===== src/rtl/demux_4s_stream_pkg.sv =====
// -----------------------------------------------------------------------------
// demux_4s_stream_pkg
//   Shared definitions for the 1-to-4 stream demultiplexer:
//   lane select encodings, lane count and a constant clog2 helper.
// -----------------------------------------------------------------------------
package demux_4s_stream_pkg;

  localparam int NUM_LANES = 4;

  // Lane select encoding carried on the 2-bit 's' input.
  typedef enum logic [1:0] {
    LANE0 = 2'd0,
    LANE1 = 2'd1,
    LANE2 = 2'd2,
    LANE3 = 2'd3
  } lane_e;

  // Ceiling log2 for elaboration-time sizing (clog2(1) = 0).
  function automatic int clog2(input int value);
    int result;
    int v;
    result = 0;
    v      = value - 1;
    while (v > 0) begin
      result = result + 1;
      v      = v >> 1;
    end
    return result;
  endfunction

endpackage : demux_4s_stream_pkg


===== src/rtl/demux_lane_fifo.sv =====
// -----------------------------------------------------------------------------
// demux_lane_fifo
//   Private per-lane FIFO of the stream demultiplexer. First-word
//   latency is one cycle: a word written at edge N is the head after N.
//
//   Ports:
//     clk        in   rising-edge clock
//     rst_n      in   asynchronous active-low reset
//     push       in   write push_data (ignored while full)
//     push_data  in   WIDTH-bit word to store
//     pop        in   retire the head entry (ignored while empty)
//     head_data  out  oldest stored word
//     count      out  number of stored words, 0..DEPTH
//     full       out  count == DEPTH
//     empty      out  count == 0
// -----------------------------------------------------------------------------
module demux_lane_fifo
  import demux_4s_stream_pkg::*;
#(
  parameter  int WIDTH = 8,
  parameter  int DEPTH = 2,
  localparam int AW    = clog2(DEPTH),
  localparam int CW    = AW + 1
) (
  input  logic             clk,
  input  logic             rst_n,
  input  logic             push,
  input  logic [WIDTH-1:0] push_data,
  input  logic             pop,
  output logic [WIDTH-1:0] head_data,
  output logic [CW-1:0]    count,
  output logic             full,
  output logic             empty
);

  logic [WIDTH-1:0] mem [DEPTH];
  logic [AW-1:0]    wr_ptr;
  logic [AW-1:0]    rd_ptr;
  logic             do_push;
  logic             do_pop;

  assign full    = (count == CW'(DEPTH));
  assign empty   = (count == '0);
  // A full lane refuses a push even when it pops in the same cycle, so the
  // count can never exceed DEPTH or drop below zero.
  assign do_push = push && !full;
  assign do_pop  = pop && !empty;

  assign head_data = mem[rd_ptr];

  // NOTE: storage is reset too, so an empty lane presents 0 instead of X.
  always_ff @(posedge clk or negedge rst_n) begin
    if (!rst_n) begin
      for (int i = 0; i < DEPTH; i++) begin
        mem[i] <= '0;
      end
      wr_ptr <= '0;
      rd_ptr <= '0;
      count  <= '0;
    end else begin
      if (do_push) begin
        mem[wr_ptr] <= push_data;
        wr_ptr      <= wr_ptr + 1'b1;  // DEPTH is a power of two: wraps naturally
      end
      if (do_pop) begin
        rd_ptr <= rd_ptr + 1'b1;
      end
      if (do_push && !do_pop) begin
        count <= count + 1'b1;
      end else if (do_pop && !do_push) begin
        count <= count - 1'b1;
      end
    end
  end

endmodule : demux_lane_fifo


===== src/rtl/demux_4s_stream.sv =====
// -----------------------------------------------------------------------------
// demux_4s_stream
//   1-to-4 stream demultiplexer. One valid/ready input stream is steered by
//   's' to one of four lanes, each with a private FIFO so a stalled consumer
//   only blocks words bound for its own lane.
//
//   Ports:
//     clk        in   rising-edge clock
//     rst_n      in   asynchronous active-low reset
//     in_valid   in   producer has a word
//     in_ready   out  selected lane has room (depends on s and lane state only)
//     in_data    in   WIDTH-bit word to route
//     s          in   destination lane 0..3
//     out_valid  out  bit i: lane i has a head word
//     out_ready  in   bit i: consumer i takes the head word
//     out_data   out  lane i head at [i*WIDTH +: WIDTH]
//     lane_full  out  bit i: lane i holds DEPTH words
// -----------------------------------------------------------------------------
module demux_4s_stream
  import demux_4s_stream_pkg::*;
#(
  parameter int WIDTH = 8,
  parameter int DEPTH = 2
) (
  input  logic                       clk,
  input  logic                       rst_n,
  input  logic                       in_valid,
  output logic                       in_ready,
  input  logic [WIDTH-1:0]           in_data,
  input  logic [1:0]                 s,
  output logic [NUM_LANES-1:0]       out_valid,
  input  logic [NUM_LANES-1:0]       out_ready,
  output logic [NUM_LANES*WIDTH-1:0] out_data,
  output logic [NUM_LANES-1:0]       lane_full
);

  localparam int CW = clog2(DEPTH) + 1;

  lane_e                sel;
  logic [NUM_LANES-1:0] push_vec;
  logic [NUM_LANES-1:0] pop_vec;
  logic [NUM_LANES-1:0] full_vec;
  logic [NUM_LANES-1:0] empty_vec;
  logic [CW-1:0]        lane_count [NUM_LANES];

  assign sel = lane_e'(s);

  // Readiness comes only from registered lane state, never from out_ready,
  // so the producer sees no combinational path through the consumers.
  assign in_ready  = !full_vec[sel];
  assign lane_full = full_vec;

  for (genvar i = 0; i < NUM_LANES; i++) begin : g_lane
    assign push_vec[i]  = in_valid && in_ready && (sel == lane_e'(i));
    assign pop_vec[i]   = out_ready[i] && !empty_vec[i];
    assign out_valid[i] = (lane_count[i] != '0);

    demux_lane_fifo #(
      .WIDTH (WIDTH),
      .DEPTH (DEPTH)
    ) u_fifo (
      .clk       (clk),
      .rst_n     (rst_n),
      .push      (push_vec[i]),
      .push_data (in_data),
      .pop       (pop_vec[i]),
      .head_data (out_data[i*WIDTH +: WIDTH]),
      .count     (lane_count[i]),
      .full      (full_vec[i]),
      .empty     (empty_vec[i])
    );
  end

endmodule : demux_4s_stream


===== config.mk =====
export PLATFORM = sky130hd
export DESIGN_NAME = demux_4s_stream
export DESIGN_NICKNAME = d
export VERILOG_FILES = /design/src/rtl/demux_4s_stream_pkg.sv /design/src/rtl/demux_lane_fifo.sv /design/src/rtl/demux_4s_stream.sv
export SDC_FILE = /design/constraint.sdc
export NUM_CORES = 1
export LEC_CHECK = 0
export CAP_MARGIN = 0
export CORE_UTILIZATION = 36
export DETAILED_ROUTE_END_ITERATION = 10
export PLACE_DENSITY = 0.57
export SLEW_MARGIN = 0
export SYNTH_ARGS = -nofsm -noshare
export SYNTH_HDL_FRONTEND = slang
export SYNTH_SLANG_ARGS = --single-unit
export TNS_END_PERCENT = 1

===== constraint.sdc =====
create_clock -name clk -period 4.25 [get_ports clk]
set_input_delay 0.85 -clock clk [delete_from_list [all_inputs] [get_ports clk]]
set_output_delay 0.85 -clock clk [all_outputs]
set_load 0.02 [all_outputs]

==> Yosys cells after proc, flatten, opt, wreduce, memory -nomap -nowiden <==
Cells that the tools add are included.
{ "classes": {"addsub": 16, "magnitude_cmp": 13, "eq_ne": 7, "mux": 34, "n_bitwise": 8, "n_reduce_logical": 59} }
{ "op_table": {"columns": ["operator", "n"], "rows": [
  ["8-bit 2-to-1 mux", 16],
  ["16-bit bitwise mux", 4],
  ["8-bit demux with 1-bit select", 4],
  ["1-bit logical AND", 29],
  ["1-bit logical NOT", 17],
  ["2-bit >= comparator, second input constant", 8],
  ["2-bit 2-to-1 mux", 8],
  ["1-bit inverter with 2-bit output", 8],
  ["2-bit nonzero test", 8],
  ["2-bit == test, second input constant", 6],
  ["2-bit logical NOT", 5],
  ["1-bit adder, second input constant", 8],
  ["2-bit by 1-bit adder with 2-bit output, second input constant", 4],
  ["2-bit by 1-bit < comparator with 1-bit output, second input constant", 4],
  ["2-bit by 1-bit subtractor with 2-bit output, second input constant", 4],
  ["2-bit by 3-bit < comparator with 1-bit output, second input constant", 1],
  ["1-bit binary-select mux with 2-bit select", 1],
  ["2-bit by 1-bit == test with 1-bit output, second input constant", 1],
  ["1-bit 2-to-1 mux", 1]
]} }
{ "totals": {"reg_bits": 80, "inputBits": 17, "out_inout_bits": 41, "wordCells": 157} }

==> Depth between registers and ports, before layout <==
{ "logic_depth": {"depth_word": 11, "mapped_depth": 7, "mapped_depth_nobuf": 7} }

==> By module <==
Synthesis repeated with hierarchy kept, for this count alone.
{ "hier_totals": {"hier_cells": 255, "hier_area_um2": 3682.3} }
{ "by_module_without_submodules": {"columns": ["module", "n_inst", "cells_each", "area_each_um2", "seq_area_each_um2"], "rows": [
  ["demux_lane_fifo", 4, 60, 892.1, 500.5],
  ["demux_4s_stream", 1, 15, 113.9, 0.0]
]} }

==> Least setup slack after synthesis <==
OpenSTA, ideal clock, no wires.
{ "synth_timing": {"kind": "input port to output port", "startpoint": "input s[1]", "endpoint": "output in_ready", "arrival_ns": 1.396, "required_time_ns": 3.400, "slack_ns": 2.004, "cell_stages": 1, "n_path_buf": 0, "cell_sequence": "mux4_2"} }
{ "synth_via": {"elab_chain_len": 3} }
{ "synth_lines": {"columns": ["element", "line", "text"], "rows": [
  ["start: declaration", "demux_4s_stream.sv:30", "input logic [1:0] s,"],
  ["1-bit binary-select mux with 2-bit select", "demux_4s_stream.sv:50", "assign in_ready = !full_vec[sel];"],
  ["1-bit 2-to-1 mux (implied by the code)", "demux_4s_stream.sv:50", null],
  ["1-bit logical NOT", "demux_4s_stream.sv:50", null],
  ["end: declaration", "demux_4s_stream.sv:28", "output logic in_ready,"]
]} }
Every way passes these cells. The select of a mux whose other input is x is not followed.

==> Final worst setup path <==
Same ends and word-level chain as after synthesis.

==> out/results.ini <==
[synthesis]
synth-edff-count=0
ys_seq_elements=80
syn_nets=270
syn_area_per_cell_um2=14.7
synth_flop_cell=dfrtp_1
yosys_warnings=0
async_reset_ff_frac=1.00
synth_cell_types=29
syn_area_um2=3670
synth_cells=249
synth.yosys.seq_area_share=0.545

[critical_path]
cp_max_fo=5
cp_top_family=buffers and inverters
end_kind=output port
path_buf_inv=2
startpoint_type=input port
critical_path_class=in2out
r2r-start=g_lane[2].u_fifo.count[1]
arrival_ps=2540
cp_cell_sequence=clkdlybuf4s50_1, mux4_2, clkdlybuf4s50_1
crit_path_start=s[1]
required_ps=3400
r2r_cells=3
crit_top_cell=clkdlybuf4s50_1
critical_path_cell_count=3
crit_slowest_cell=clkdlybuf4s50_1
max_stage_delay_ps=600

[timing]
fin_tns_setup_ps=0
slew_headroom=0.327
post-route-min-period_ps=3390
hold_viol_final=0
setup_viol=0
min_period_over_period=0.797
slew_viol_final=0
rsz0062_at_grt=no
tightest_slew_ps=1010
finalClockSkew_ps=14.1
timing.fmax_ghz=0.295

[min_path]
hold_depth=1
min_from=g_lane[3].u_fifo.count[1]
hp-class=reg2reg

[detailed_routing]
wl_um=7380
drt_iter0_drc=68
antenna_left=0
post_drt_wl_per_cell_um=16.7
drc=0
first_pass_iters=4
vias=2110
vias_per_cell=4.76

[global_routing]
antenna_found_initial=0
grt_overflow_total=0
grt_pass1_vias=2216
grt_pass1_wl_um=11900
grt_max_degree=81
grtUsageTotal=0.155

[power_and_ir_drop]
vdd_drop_max_uv=321
cellPowerDensity_nw_per_um2=839
power_uw=3800
p_leak_uw=0.00196

[clock_network]
tritoncts=yes
numCtsBuffers=9
cts_resized=0
htreeDepth=3
cts_root_buf=clkbuf_8
cts.sinks=80
cts_buffer_depth=2
insertion_delay_ps=340
path_clk_slew_ps=80
cts_hold_buf=0
cts_setup_buffers=0

[finish]
postLayoutCellArea_um2=4520
drive_above_1_share=0.390
fillCellCount=919
syn_to_final_growth_pct=23.2
final_core_util=0.461
antenna_cells_inserted=0
fin_nets=326

[outcome]
status=complete, no violations

[placed_design]
dpl_cell_area_um2=4340
portBuffers=57
place_hpwl_um=4820
place.gp.congestion=0.753

[floorplanning]
fp.dieArea_um2=10600
core-area_um2=9820
fp.dieH_um=103
die_x_um=103
start_util=0.374
ios=58
row_count=36

[run]
drv_cap=0

[logic make-up after synthesis]
logic type | count (synthesis) | synth area share
buffers and inverters | 16 | 0.0235
multiplexers | 97 | 0.309
XOR/XNOR | 20 | 0.0477
AND/OR/NAND/NOR | 32 | 0.0613
adder cells (fa/ha/maj) | 4 | 0.0136
flip-flops | 80 | 0.545
[flip-flops by register name, summed over array words and instances (netlist names)]
signal,count
g_lane.u_fifo.mem,64
g_lane.u_fifo.count,8
g_lane.u_fifo.rd_ptr,4
g_lane.u_fifo.wr_ptr,4
[placed cells by master (no fill, tap or decap), types with 4 or more instances in the layout]
cell,instances
nor2_1,5
mux2_4,8
xnor2_1,8
mux2_2,88
nand2_1,4
clkbuf_8,9
inv_1,4
clkdlybuf4s50_1,56
ha_1,4
xor2_1,12
or2_2,4
dfrtp_1,80
[worst paths after layout]
check	endpoint	slack, ps
worst max-delay path	in_ready	860
worst min-delay path	g_lane[3].u_fifo.count[1]	480
worst max register to register	g_lane[2].u_fifo.mem[12]	2360
worst min register to register	g_lane[3].u_fifo.count[1]	480
max in group asynchronous	g_lane[3].u_fifo.rd_ptr	2920
min in group asynchronous	g_lane[2].u_fifo.mem[1]	660
[through the flow]
step,hold WS (ps),worst slack [ps],instances
floorplan,447,2000,249
global placement,464,901,427
detailed placement,469,863,427
CTS,482,854,443
global route,505,802,443
finish,478,862,443
[routing by layer]
metal  track usage  vias up  wire, um
met3        0.0237        7       215
li1              -      983         -
met1         0.221     1082      3620
met2         0.235       38      3450
met4        0.0618        0        83
met5             0        -         0
[report_power, final]
part / total (uW) / leakage, uW / internal, uW / switching [uW]
clock network: 547 / 0.0000973 / 272 / 275
registers: 1420 / 0.000960 / 1150 / 273
logic: 1830 / 0.000898 / 1070 / 766
total: 3800 / 0.00196 / 2480 / 1310
[worst reg2reg max path, stage by stage, from the launching register on]
cell and delay, ps:
dfrtp_1 400, nor2b_2 210, or4_1 770, mux2_4 400
[cell type report]
class | count | area [um2] | area share
Clock buffer | 11 | 131 | 0.0290
Multi-Input combinational cell | 153 | 1580 | 0.350
Timing Repair Buffer | 57 | 568 | 0.126
Tap cell | 133 | 166 | 0.0368
Inverter | 4 | 15.0 | 0.00332
Sequential cell | 80 | 2000 | 0.442
Clock inverter | 5 | 57.6 | 0.0127
[synth_stat cells, types with 2 or more instances]
library cell	instances	area (um2)
buf_4	4	30.0
clkbuf_1	4	15.0
mux2_2	88	991
ha_1	4	50.1
nand2_1	4	15.0
inv_1	4	15.0
nand4_1	2	12.5
mux2_4	8	120
nand4b_1	2	17.5
nor4b_4	2	47.6
xnor2_1	8	70.1
xor2_1	12	105
nand2b_1	2	12.5
and3_1	2	12.5
or2_2	4	25.0
buf_2	3	15.0
nor2_1	5	18.8
dfrtp_1	80	2000
Power figures use the tool's default switching activity.
